--- src/rtl/fft_pair_feeder_if.sv ---
// Stream, twiddle-ROM and butterfly-operand signals of fft_pair_feeder.
interface fft_pair_feeder_if #(
  parameter int DATA_WIDTH = 32,
  parameter int N          = 16
);
  localparam int TWA = $clog2(N) - 1;

  logic                  s_valid;
  logic                  s_ready;
  logic [DATA_WIDTH-1:0] s_data;
  logic [TWA-1:0]        tw_addr;
  logic [DATA_WIDTH-1:0] tw_data;
  logic [DATA_WIDTH-1:0] x_N;
  logic [DATA_WIDTH-1:0] x_M;
  logic [DATA_WIDTH-1:0] w_N;
  logic                  pair_valid;
  logic                  pair_last;
  logic                  y_valid;

  modport master (
    output s_valid, s_data, tw_data,
    input  s_ready, tw_addr, x_N, x_M, w_N, pair_valid, pair_last, y_valid
  );

  modport slave (
    input  s_valid, s_data, tw_data,
    output s_ready, tw_addr, x_N, x_M, w_N, pair_valid, pair_last, y_valid
  );
endinterface

--- src/rtl/fft_pair_feeder.sv ---
// Buffers one N-sample frame, then issues N/2 radix-2 operand pairs with twiddles.
// FFT_FEED_BITREV_EN: store incoming samples at bit-reversed addresses.
module fft_pair_feeder #(
  parameter int DATA_WIDTH = 32,
  parameter int N          = 16,
  parameter int STAGE      = 0
) (
  input logic              clk,
  input logic              rst,
  fft_pair_feeder_if.slave bus
);
  localparam int AW   = $clog2(N);
  localparam int TW   = AW - 1;
  localparam int HALF = N >> (STAGE + 1);

  typedef enum logic {FILL, DRAIN} state_t;

  state_t                state, state_nxt;
  logic [AW-1:0]         wr_cnt;
  logic [TW-1:0]         k;
  logic [DATA_WIDTH-1:0] mem [N];
  logic                  accept, issue, ready;
  logic [AW-1:0]         waddr, kk, j_a, g_a, idx_n, idx_m;
  logic [TW-1:0]         tw_comb, tw_hold;
  logic [DATA_WIDTH-1:0] rd_n, rd_m;
  logic                  rd_v, rd_last;
  logic [DATA_WIDTH-1:0] xn_q, xm_q, w_q;
  logic                  pv_q, pl_q, yv1, yv2;

  function automatic logic [AW-1:0] bitrev(input logic [AW-1:0] a);
    logic [AW-1:0] r;
    r = '0;
    for (int unsigned i = 0; i < AW; i++) r[i] = a[AW-1-i];
    return r;
  endfunction

`ifdef FFT_FEED_BITREV_EN
  assign waddr = bitrev(wr_cnt);
`else
  assign waddr = wr_cnt;
`endif

  always_comb begin
    state_nxt = state;
    ready     = 1'b0;
    accept    = 1'b0;
    issue     = 1'b0;
    unique case (state)
      FILL: begin
        ready  = ~rst;
        accept = bus.s_valid & ~rst;
        if (accept && wr_cnt == AW'(N - 1)) state_nxt = DRAIN;
      end
      DRAIN: begin
        issue = 1'b1;
        if (k == TW'(N / 2 - 1)) state_nxt = FILL;
      end
      default: state_nxt = FILL;
    endcase
  end

  // Pair k: j = k mod HALF and g = k / HALF, both as bit fields since HALF is a power of 2.
  always_comb begin
    kk      = AW'(k);
    j_a     = kk & AW'(HALF - 1);
    g_a     = kk >> (AW - STAGE - 1);
    idx_n   = (g_a << (AW - STAGE)) | j_a;
    idx_m   = idx_n + AW'(HALF);
    tw_comb = TW'(j_a << STAGE);
  end

  always_ff @(posedge clk) begin
    if (accept) mem[waddr] <= bus.s_data;
  end

  always_ff @(posedge clk) begin
    if (rst) begin
      state   <= FILL;
      wr_cnt  <= '0;
      k       <= '0;
      tw_hold <= '0;
      rd_n    <= '0;
      rd_m    <= '0;
      rd_v    <= 1'b0;
      rd_last <= 1'b0;
      xn_q    <= '0;
      xm_q    <= '0;
      w_q     <= '0;
      pv_q    <= 1'b0;
      pl_q    <= 1'b0;
      yv1     <= 1'b0;
      yv2     <= 1'b0;
    end else begin
      state <= state_nxt;
      if (accept) wr_cnt <= wr_cnt + 1'b1;
      if (issue) begin
        k       <= k + 1'b1;
        tw_hold <= tw_comb;
        rd_n    <= mem[idx_n];
        rd_m    <= mem[idx_m];
      end
      rd_v    <= issue;
      rd_last <= issue && (k == TW'(N / 2 - 1));
      // Operands wait one cycle here so they line up with the ROM's read latency.
      if (rd_v) begin
        xn_q <= rd_n;
        xm_q <= rd_m;
        w_q  <= bus.tw_data;
      end
      pv_q <= rd_v;
      pl_q <= rd_last;
      yv1  <= pv_q;
      yv2  <= yv1;
    end
  end

  assign bus.s_ready    = ready;
  assign bus.tw_addr    = issue ? tw_comb : tw_hold;
  assign bus.x_N        = xn_q;
  assign bus.x_M        = xm_q;
  assign bus.w_N        = w_q;
  assign bus.pair_valid = pv_q;
  assign bus.pair_last  = pl_q;
  assign bus.y_valid    = yv2;
endmodule
--- src/flat_wrapper.sv ---
// flat-port wrapper written by rule: the top's interface ports become plain ports
module fft_pair_feeder_flat 
#(
  parameter int DATA_WIDTH = 32,
  parameter int N          = 16,
  parameter int STAGE      = 0
)
  (clk, rst, bus_s_valid, bus_s_data, bus_tw_data, bus_s_ready, bus_tw_addr, bus_x_N, bus_x_M, bus_w_N, bus_pair_valid, bus_pair_last, bus_y_valid);
  fft_pair_feeder_if #(.DATA_WIDTH(DATA_WIDTH), .N(N)) bus_i ();
  input logic clk;
  input logic rst;
  input wire logic [$bits(bus_i.s_valid)-1:0] bus_s_valid;
  input wire logic [$bits(bus_i.s_data)-1:0] bus_s_data;
  input wire logic [$bits(bus_i.tw_data)-1:0] bus_tw_data;
  output wire logic [$bits(bus_i.s_ready)-1:0] bus_s_ready;
  output wire logic [$bits(bus_i.tw_addr)-1:0] bus_tw_addr;
  output wire logic [$bits(bus_i.x_N)-1:0] bus_x_N;
  output wire logic [$bits(bus_i.x_M)-1:0] bus_x_M;
  output wire logic [$bits(bus_i.w_N)-1:0] bus_w_N;
  output wire logic [$bits(bus_i.pair_valid)-1:0] bus_pair_valid;
  output wire logic [$bits(bus_i.pair_last)-1:0] bus_pair_last;
  output wire logic [$bits(bus_i.y_valid)-1:0] bus_y_valid;
  assign bus_i.s_valid = bus_s_valid;
  assign bus_i.s_data = bus_s_data;
  assign bus_i.tw_data = bus_tw_data;
  assign bus_s_ready = bus_i.s_ready;
  assign bus_tw_addr = bus_i.tw_addr;
  assign bus_x_N = bus_i.x_N;
  assign bus_x_M = bus_i.x_M;
  assign bus_w_N = bus_i.w_N;
  assign bus_pair_valid = bus_i.pair_valid;
  assign bus_pair_last = bus_i.pair_last;
  assign bus_y_valid = bus_i.y_valid;
  fft_pair_feeder #(.DATA_WIDTH(DATA_WIDTH), .N(N), .STAGE(STAGE)) u_core (.clk(clk), .rst(rst), .bus(bus_i));
endmodule
--- config.mk ---
export PLATFORM = sky130hd
export DESIGN_NAME = fft_pair_feeder_flat
export DESIGN_NICKNAME = d
export VERILOG_FILES = /design/src/rtl/fft_pair_feeder_if.sv /design/src/rtl/fft_pair_feeder.sv /design/src/flat_wrapper.sv
export SDC_FILE = /design/constraint.sdc
export NUM_CORES = 1
export LEC_CHECK = 0
export CORE_MARGIN = 2
export CORE_UTILIZATION = 32
export DETAILED_ROUTE_END_ITERATION = 8
export PLACE_DENSITY = 0.49
export RECOVER_POWER = 50
export SYNTH_ARGS = -nofsm -noshare
export SYNTH_HDL_FRONTEND = slang
export SYNTH_SLANG_ARGS = --single-unit
export TNS_END_PERCENT = 1
--- constraint.sdc ---
create_clock -name clk -period 5 [get_ports clk]
set_input_delay 0.75 -clock clk [delete_from_list [all_inputs] [get_ports clk]]
set_output_delay 0.75 -clock clk [all_outputs]
set_load 0.01 [all_outputs]
==> metrics list, run 1 <==
* Top Layer Used: met4
- H-tree levels: 3
- Number of storage elements in the synthesis netlist: between 600 and 700
- Fmax: about 270 MHz
- Detailed routing placed a total of 2.22 mm of wire on met3.
- In the synthesized netlist, the number of instances is approximately 1500.
- Timing analysis after detailed placement gives a worst setup slack of 1.61 ns.
* Hold Vio Cnt, Final: 0
* Total routing resource utilization after global routing: 14.8%
* Die Width: 286 µm
* Slew of the pin with the lowest slew margin: 3.27 ns
- Leading post-synthesis cells by instance count: 512 x sky130_fd_sc_hd__edfxtp_1, 177 x sky130_fd_sc_hd__dfxtp_1, 164 x sky130_fd_sc_hd__nor2_1
- Final critical-path setup slack: around 1.3 ns
* Clock-pin slew reported for the worst setup and hold paths after clock tree synthesis: 0.06 ns
- Yosys top cell area share: 60.3%
- Detail Placement HPWL: 34.8 mm
- DRC violations left: 0
- The setup check on the worst reg-to-reg path leaves a slack of 1.43 ns.
- Netlist cell types: 31
- Max_slew headroom: -118%
- Top cells by area in the synthesized netlist: sky130_fd_sc_hd__edfxtp_1 60%, sky130_fd_sc_hd__dfxtp_1 14%, sky130_fd_sc_hd__mux2_2 5.8%
- Met2 Routed Length: 29.4 mm
- In the synthesized netlist the async set-or-reset flop fraction comes to 0%.
* Routed Antenna Nets: 0
- Storage element area: between 0.015 and 0.02 mm²
- TNS Setup: 0 ns
- By startpoint and endpoint, the worst setup path is classified as input pin to register.
* Maximum clock skew at final layout: 0.0217 ns
* Routed vias: 13149
- Avg Inst Size Synth: approximately 17 µm²
- Wires add up to 60.6 mm.
- In the final design database the tool counted 1734 nets.
* Critical path capture point type: register
- After detailed routing, the wire length on met1 is around 28 mm.
- Routability-driven placement finished with a final weighted congestion of between 0.7 and 0.8.
* Count of clock tree sinks: 689
* Result of the run: finished, violations left
- Of the synthesized area, sequential elements account for 74.1%.
- Entering global routing, the biggest net connects a little under 80 pins.
- Max-cap viol count: 4
- After detailed routing, the number of vias per cell comes to 4.75.
* Arrival time at the worst endpoint: 4.16 ns
- The worst setup path is launched from an input pin.
* Initial standard-cell utilization of the core: between 30% and 40%
- Among all cell types in the netlist, the one instantiated most often is sky130_fd_sc_hd__edfxtp_1.
- Fraction of layout cells with a size suffix above 1: 19.8%
- Total setup buffers inserted after CTS: 0
- Number of iterations in the first detailed-routing pass: 5
- Max Root-Sink Buffers: 3
- Post-CTS resize count: 0
- Static Leak: 0.00960 µW
- Following the worst setup path forward leads to its endpoint at u_core.rd_m[3].
* Cts hold-fix bufs: 0
* Number of violations reported at the end of detailed-routing iteration 0: about 740
- Relative to the synthesized area, the layout overhead comes to 19.7%.
- The die covers 0.0820 mm².
* Total CTS buffers: 76
- The worst register-to-register path has a depth of 3.
* DIE HEIGHT: ~290 µm
- Setup violations remaining at the end of the flow were counted as 0.
* Avg WL per Cell: around 22 µm
* Syn. warnings: 0
- The startpoint identified for the worst register-to-register timing path is u_core.state.
- The critical path starts at rst.
* Area of the mapped netlist: between 0.02 and 0.03 mm²
- Hold Path Stages: 1
- Cells fill a little under 40% of the core in the end.
- Total core area: 0.0790 mm²
- Worst R2R End: u_core.rd_m[3]
* Yosys top cell by area: sky130_fd_sc_hd__edfxtp_1
- Data on the critical path is required at its endpoint by 5.49 ns.
* Total power per unit cell area: 380 mW/mm²
* Number of fill cells: 7296
* Antenna violations before repair: 3
- In this run the count of I/O pins placed on the die edge is 170.
- Total nets after synthesis: 1564
- For the finished layout, the period the worst path requires is between 3 and 4 ns.
- Max Transition Viols Final: 214
* First-pass GRT wire length: around 90 mm
- The total overflow left after global routing is 0.
- Via count of the first global-routing pass: 13983
* Clock Tree Root: sky130_fd_sc_hd__clkbuf_16
- Setup repair after global routing left no endpoint under its margin.
- TritonCTS clock tree: done
- Port-buffer cells: roughly 170
- The path class of the tightest hold or removal check is register to register.
- Number of enable flip-flop cells after synthesis: 512
* Failing checks: capacitance limit, slew limit
- Crit path max fanout: 54
- After floorplanning, the core was divided into ~100 placement rows.
- In the final layout, the multi-input gates occupy 0.00615 mm².
* Share of the clock period used by the worst path: 73.4%
- Worst VDD drop: between 200 and 250 µV
- Clock latency at the later pin of the worst-skew pair: around 0.6 ns
- Dominant register cell in the synthesized netlist: sky130_fd_sc_hd__edfxtp_1
==> flip-flops by register name, summed over array words and instances, names as in the netlist <==
name / count
u_core.state: 1
u_core.bus.y_valid: 1
u_core.rd_n: 32
u_core.bus.x_M: 32
u_core.k: 3
u_core.bus.pair_last: 1
u_core.bus.w_N: 32
u_core.yv1: 1
u_core.mem: 512
u_core.bus.pair_valid: 1
u_core.waddr: 4
u_core.bus.x_N: 32
u_core.rd_last: 1
u_core.rd_m: 32
u_core.tw_hold: 3
u_core.rd_v: 1
==> per-stage QoR <==
step                instance area, µm²  hold WS, ns  total power, µW  instances
finish                           30600        0.440            11600       2771
global route                     30600        0.463            12000       2770
CTS                              30600        0.443            11800       2770
detailed placement               28200        0.430             6520       2633
global placement                 28200        0.422             6510       2633
floorplan                        25500        0.414             6350       1491
==> metal layers <==
layer | vias to the layer above | track usage, %
met5 | - | 0
met4 | 0 | 4.27
met3 | 71 | 2.53
met2 | 226 | 24.5
met1 | 6803 | 20.1
li1 | 6049 | -
==> critical path, cell delays in order <==
cell and delay (ns):
sky130_fd_sc_hd__buf_4 0.47, sky130_fd_sc_hd__nand2b_1 2.27, sky130_fd_sc_hd__buf_4 0.52, sky130_fd_sc_hd__o31ai_1 0.11
==> power by group <==
part	total [µW]	internal (µW)	switching, µW
Combinational	209	61.5	148
Clock	5240	3040	2200
Sequential	6170	6170	7.55
==> worst min-delay path by stage <==
stage | from | end
final | u_core.yv1 | u_core.bus.y_valid
after global routing | u_core.yv1 | u_core.bus.y_valid
after CTS | u_core.yv1 | u_core.bus.y_valid
after detailed placement | u_core.yv1 | u_core.bus.y_valid
after global placement | u_core.yv1 | u_core.bus.y_valid
after floorplan | u_core.rd_last | u_core.bus.pair_last
==> layout by cell type (no fill, tap or decap), drive strengths merged, types with 2 or more instances in the layout <==
| cell | synthesis | final |
|---|---|---|
| ha | 6 | 6 |
| dlygate4sd3 | 0 | 48 |
| xnor2 | 2 | 2 |
| clkinv | 0 | 18 |
| nor2b | 21 | 21 |
| nor2 | 165 | 165 |
| nand3 | 2 | 2 |
| dfxtp | 177 | 177 |
| edfxtp | 512 | 512 |
| o31ai | 64 | 64 |
| nor3 | 4 | 4 |
| nand2 | 70 | 70 |
| nand2b | 6 | 6 |
| mux2i | 98 | 98 |
| a21oi | 2 | 2 |
| clkdlybuf4s50 | 0 | 120 |
| clkbuf | 42 | 115 |
| buf | 50 | 13 |
| mux2 | 131 | 131 |
| mux4 | 64 | 64 |
| inv | 3 | 8 |
| o22ai | 65 | 65 |
==> final cells by class <==
cell class                 instances  area share [%]
multi-input combinational        707            20.1
clock inverter                    25           0.610
antenna                            1         0.00819
clock buffer                     112            7.03
tap                             1050            4.30
timing repair buffer             184            5.91
inverter                           3          0.0369
sequential                       689            62.0
==> logic make-up (layout without fill, tap and decap cells) <==
logic type	Yosys count	after routing	share of synthesized area, %
muxes	293	293	15.3
adders and majority gates	6	6	0.294
buffers and inverters	95	324	2.23
DFF	689	689	74.1
other	0	1	0
AOI/OAI and AO/OA	132	132	3.57
xor gates and xnor gates	3	3	0.103
and+or+nand+nor	273	273	4.39
Note: power is estimated with default switching activity, not from simulation.
==> run 2: changes to the inputs <==
==> constraint.sdc (replaced) <==
create_clock -name clk -period 3.4 [get_ports clk]
set_input_delay 0.51 -clock clk [delete_from_list [all_inputs] [get_ports clk]]
set_output_delay 0.51 -clock clk [all_outputs]
set_load 0.01 [all_outputs]
==> run 2 against run 1 <==
Net effect: the flow still finishes with violations (capacitance limit, slew limit); global-route usage rose by 0.16 points; die area did not move; combinational power rose by 51%; total power rose by 47%; critical path depth fell by 2; clock power rose by 47%; wire length rose by 1.3%; first-iteration DRC count rose by 25%; clock skew rose by 0.0038 ns; non-clock buffer count rose by 23; largest power group unchanged.
==> metrics list, run 2 (synthesized netlist as in run 1, its figures left out) <==
- Net count of the finished layout: 1755
- Global routing used 15.0% of the available tracks across all layers.
- Max-cap viol count: 2
- Clock-pin slew was measured on the worst setup and hold paths at 0.06 ns.
* Final critical-path setup slack: 0.672 ns
* First-pass GRT wire length: 91.5 mm
- Grt total ovfl: 0
* Commonest cells after routing, fill and taps aside: 512 x sky130_fd_sc_hd__edfxtp_1, 173 x sky130_fd_sc_hd__dfxtp_1, 151 x sky130_fd_sc_hd__nor2_1
- Clock latency at the later pin of the worst-skew pair: 0.61 ns
* Crit path max fanout: 12
- Final critical delay including setup and external delays: 2.73 ns
- From synthesis to final layout, the design area changed by 20.8%.
- The number of antenna violations at the first check in global routing came to 1.
- Clock tree synthesis found a total of 689 sinks.
* Max Root-Sink Buffers: 3
* Setup repair after global routing missed its margin: no
* Total CTS buffers: 74
* Min-delay worst type: input pin to register
* Number of iterations in the first detailed-routing pass: 5
- Max_slew headroom: -8.24%
* Arrival time at the worst endpoint: around 2.2 ns
* Slew of the pin with the lowest slew margin: 1.62 ns
- Critical path capture point type: output port
- H-tree levels: 3
- Number of setup violations in the final report: 0
* Fin util: 39.0%
- The detail route stage leaves a number of antenna-violating nets equal to 0.
- Most common cell after layout, fill and taps aside: sky130_fd_sc_hd__edfxtp_1
- The tree is rooted in a sky130_fd_sc_hd__clkbuf_16.
* Max Transition Viols Final: 110
- Share of the clock period used by the worst path: roughly four fifths
* Routed vias: 13305
- Port-buffer cells: approximately 170
- The clock arrives with 0.0255 ns of skew.
- Worst VDD drop: 373 µV
* Critical setup path kind: register to output port
- TritonCTS clock tree: done
- Result of the run: finished, violations left
- In the routed design, unresolved DRC markers number 0.
- Placer Congestion: 0.704
* Failing checks: capacitance limit, slew limit
* Total power consumption of the routed design: about 17000 µW
* Setup WS pre-CTS: 0.705 ns
- Counting flops per register, the top entry is u_core.mem.
- Total power per unit cell area: 554 mW/mm²
- Fmax: 367 MHz
- Detail Placement HPWL: 36.0 mm
- The number of endpoints with negative hold slack in the final report came to 0.
* Post-CTS resize count: 0
- Cts hold-fix bufs: 0
- After detailed routing, the total wire length is around 61 mm.
- The via count of the first global-routing pass came to between 10000 and 15000.
- Die Width: approximately 290 µm
- Number of top-level pins: 170
- Total setup buffers inserted after CTS: 0
- Number of violations reported at the end of detailed-routing iteration 0: 923
- The die covers 0.0820 mm².
- Entering global routing, the biggest net connects 67 pins.
- For the worst setup path, the data required time is 2.89 ns.
- Static Leak: 0.00971 µW
- Setup slack of the most critical reg-to-reg path: between 0.8 and 0.9 ns
- The floorplan step defined a core boundary enclosing 0.0790 mm².
- Of the cells placed in the final design, the portion with a size suffix greater than 1 is 20.3%.
- Avg WL per Cell: 22.0 µm
- The initial utilization of the core area, before any placement, comes to 32.3%.
- The worst setup path is launched from a register.
- The initialized floorplan defines 103 standard-cell rows.
- From bottom edge to top edge, the die measures 286 µm.
* Flip-flop count of the largest register after layout: 512
- Via density: 4.76
## run 2: changes by cell type in the layout (fill, tap and decap cells not counted), sizes merged, moves of 3 or more
cell,previous run,this run
buf,13,34
clkbuf,115,121
clkinv,18,15
diode,1,4
## run 2: path summary, 6_finish.rpt
kind / end / startpoint / cells past startpoint
min reg2reg: u_core.bus.y_valid / u_core.yv1 / 1
min: u_core.waddr[2] / rst / 2
max: bus_tw_addr[2] / u_core.state / 2
max reg2reg: u_core.mem[5][14] / u_core.state / 4
## run 2: metal layers
metal / vias to the layer above / wire, µm / track usage, %
met5: - / 0 / 0
met4: 0 / 1150 / 3.87
met1: 6852 / 28000 / 20.2
li1: 6107 / - / -
met3: 87 / 2360 / 2.53
met2: 259 / 29900 / 25.2
## run 2: cell type report
cell class	instances	area, µm²
inverter	3	11.3
antenna	4	10.0
multi-input combinational	707	6160
sequential	689	18900
clock inverter	20	126
timing repair buffer	207	2090
clock buffer	116	2180
fill	7265	48200
tap	1050	1310
## run 2: report_power, final
part	internal [µW]	switching (µW)	leakage, µW	total, µW
registers	9070	11.5	0.00604	9080
logic	94.2	221	0.00255	315
clock network	4490	3190	0.00112	7680
total	13600	3430	0.00971	17100
## run 2: metrics by stage
step                      TNS (ns)  cells  area, µm²  hold slack (ns)
after detailed placement         0   2656      28600            0.423
final                            0   2796      30800            0.273
after global placement           0   2656      28600            0.422
after CTS                        0   2792      30900            0.121
after global routing             0   2792      30800            0.273
after floorplan             -12.18   1491      25500            0.414
## run 2: critical path, cell delays in order, from the launching register on
cell and delay (ns):
sky130_fd_sc_hd__dfxtp_1 0.71, sky130_fd_sc_hd__mux2_2 0.41, sky130_fd_sc_hd__clkdlybuf4s50_1 0.51
==> run 3: changes to the inputs <==
--- a/config.mk
+++ b/config.mk
@@ -8,7 +8,7 @@
 export CORE_MARGIN = 2
 export CORE_UTILIZATION = 32
 export DETAILED_ROUTE_END_ITERATION = 8
-export PLACE_DENSITY = 0.49
+export PLACE_DENSITY = 0.51
 export RECOVER_POWER = 50
 export SYNTH_ARGS = -nofsm -noshare
 export SYNTH_HDL_FRONTEND = slang
==> constraint.sdc (replaced) <==
create_clock -name clk -period 2.38 [get_ports clk]
set_input_delay 0.357 -clock clk [delete_from_list [all_inputs] [get_ports clk]]
set_output_delay 0.357 -clock clk [all_outputs]
set_load 0.01 [all_outputs]
==> run 3 against run 2 <==
Net effect: the flow now finishes without violations; clock power grew 51%; wire length grew 0.54%; flip-flop and latch count is the same; cell count grew 1.2%; worst hold slack lost 0.035 ns; via count grew 1.0%; highest routed layer unchanged; worst setup slack lost 0.56 ns; sequential share of layout area shrank 1.3 points; cell area grew 2.2%; clock-buffer cell count shrank 13; first-iteration DRC count shrank 18%.
==> metrics list, run 3 (synthesized netlist as in run 1, its figures left out) <==
- In this run the critical register-to-register path is launched from u_core.k[0].
- Arrival time at the worst endpoint: 1.92 ns
- Global routing used 2.73% of the available met3 tracks.
* Total power per unit cell area: between 700 and 800 mW/mm²
- Setup slack of the most critical reg-to-reg path: 0.20 ns
- Avg WL per Cell: 21.8 µm
- Summing over every cut layer, the via total after detailed routing is 13438.
- Critical Path Source Type: register
- In this run the remaining antenna-violating nets after routing total 0.
* Hold Vio Cnt, Final: 0
- Slew of the pin with the lowest slew margin: 1.25 ns
- Port-buffer cells: approximately 170
- Count of clock tree sinks: 689
- Global routing consumed, on the met1 layer, approximately a fifth of the routing resources.
* Total routing resource utilization after global routing: about 15%
- Summing all flip-flop and latch instances after layout gives 0.0189 mm².
- Summed over all nets, the switching power comes to 4970 µW.
- Crit path max fanout: 12
- After detailed routing, the number of remaining DRC violations is 0.
- For this run, the number of standard cells in the final layout without fillers is 2829.
- Hold Path Stages: 2
- Clock-pin slew reported for the worst setup and hold paths after clock tree synthesis: 0.06 ns
- Flip-flop count of the largest register after layout: 512
- The number of hold buffers added after CTS was 0.
- Largest Register: u_core.mem
* Worst VDD drop: between 400 and 500 µV
- Routed Wire Length: 61.7 mm
- Entering global routing, the biggest net connects 67 pins.
* H-tree levels: 3
* Power share of the combinational group: 1.8%
- Max-cap viol count: 0
- The worst setup path is captured at an output port.
- At the end of the flow, the number of nets in the layout was 1792.
- 170 I/O pins were placed.
- The first detailed-routing pass ran for 5 iterations.
* Placer Congestion: 0.744
- The final critical path takes up a little over nine tenths of the cycle.
- The longest clock path from root to sink contains 3 buffers.
- Largest stage delay on the critical path: 0.49 ns
- Buffering stage count on the worst path with inverters included: 1
- Max_slew headroom: 16.6%
* Worst reg2reg path depth: 6
* Total core area: 0.0790 mm²
- Via density: roughly 4.8
- Cell row count: 103
- Final critical delay including setup and external delays: between 2 and 2.5 ns
- Antenna violations before repair: 1
- From synthesis to final layout, the design area changed by 23.4%.
- TritonCTS built the clock tree.
* Critical Path Slowest Stage Cell: sky130_fd_sc_hd__clkdlybuf4s50_1
- In the layout the commonest cells are 512 x sky130_fd_sc_hd__edfxtp_1, 172 x sky130_fd_sc_hd__dfxtp_1, 152 x sky130_fd_sc_hd__nor2_1.
- Die Width: 286 µm
- Setup repair after global routing left no endpoint under its margin.
- Critical setup path kind: register to output port
* Die area: 0.0820 mm²
* Worst R2R End: u_core.rd_n[5]
* TNS Setup: 0 ns
* # placed instances: 2689
- Number of setup violations in the final report: 0
* Maximum clock skew at final layout: around 0.016 ns
* Result of the run: complete, no violations
- Grouping stages by cell kind, the critical path spends the most delay in buffers and inverters.
* Max Transition Viols Final: 0
* Clock Tree Root: sky130_fd_sc_hd__clkbuf_16
* Fmax: between 400 and 500 MHz
- DIE HEIGHT: about 290 µm
- Number of fill cells: 7226
- The first global-routing pass estimated 92.4 mm of wire.
* Portion of total power attributed to the clock network: 46.4%
- In the final layout, the share of cells above drive strength 1 is around 22%.
- Summed over all cells, the static leakage comes to 0.00996 µW.
- Area used by multi-input combinational logic: 0.00617 mm²
* Total CTS buffers: 76
* CP cell instances: mux2_2, clkdlybuf4s50_1
- The path with the worst hold slack has its endpoint at u_core.k[2].
- The global routing stage identified its most utilized layer as met2.
- Detail Placement HPWL: 38.3 mm
- Clock latency at the later pin of the worst-skew pair: 0.61 ns
- The worst hold path begins at rst.
* Initial standard-cell utilization of the core: 32.3%
* Most common cell after layout, fill and taps aside: sky130_fd_sc_hd__edfxtp_1
- Switching power as a share of total power: 19.9%
- Final hold analysis gives a worst-case slack of 0.238 ns.
- Required time worst endpoint: 2.02 ns
- # diodes: 0
- After global routing the overflow that remains totals 0.
- For this block, the initial DRC count from the detailed router was 758.
- In the global route stage, met2 resource usage came out at around 27%.
- Sequential share of power: 51.8%
* Min-delay worst type: input pin to register
- Via count of the first global-routing pass: 14085
- Internal power: 20100 µW
## run 3: routing by layer
layer  vias to the layer above  part of all wire, %  routed length, µm
li1                       6175                    -                  -
met1                      6964                   43              26500
met2                       219                   52              31900
met3                        80                  3.3               2040
met4                         0                  2.2               1330
met5                         -                    0                  0
## run 3: how the worst max path moves through the flow
stage / from / slack [ns] / cells after the start / to
2_1_floorplan: u_core.state / -0.41 / 5 / u_core.mem[8][0]
3_3_place_gp: bus_s_valid / 0.03 / 6 / u_core.mem[2][2]
3_5_place_dp: bus_s_valid / 0.11 / 6 / u_core.mem[5][2]
4_1_cts: u_core.state / 0.05 / 2 / bus_tw_addr[0]
5_1_grt: u_core.k[0] / 0.02 / 6 / u_core.rd_n[5]
6_report: u_core.state / 0.11 / 2 / bus_tw_addr[0]
## run 3: area by class of cell
type | instances | share of cell area [%]
flip-flops and latches | 689 | 60.1
multi-input cells | 707 | 19.6
repair buffers | 242 | 8.18
clock buffers | 103 | 6.92
well taps | 1050 | 4.17
clock inverters | 35 | 0.981
inverters | 3 | 0.0358
## run 3: power groups by stage
stage | clock network (µW) | registers (µW) | logic, µW
2_1_floorplan | 0 | 13200 | 120
3_3_place_gp | 0 | 13200 | 476
3_5_place_dp | 0 | 13200 | 487
4_1_cts | 11900 | 13000 | 488
5_1_grt | 12400 | 13000 | 498
6_report | 11600 | 13000 | 451
## run 3: metrics by stage
step / setup slack (ns) / total power, µW / util (%) / cell area [µm²]
4_1_cts: 0.0508 / 25400 / 40.0 / 31600
5_1_grt: 0.0249 / 25800 / 39.9 / 31500
3_3_place_gp: 0.0255 / 13700 / 36.7 / 29000
6_report: 0.107 / 25000 / 39.9 / 31500
3_5_place_dp: 0.106 / 13700 / 36.7 / 29000
2_1_floorplan: -0.407 / 13300 / - / 25500
## run 3: timing repair
| action | CTS | global route |
|---|---|---|
| endpoints found under the setup margin | 4 | 0 |
| buffers inserted | 1 | 0 |
| endpoints found under the hold margin | 0 | 0 |
| gates resized for setup | 3 | 0 |
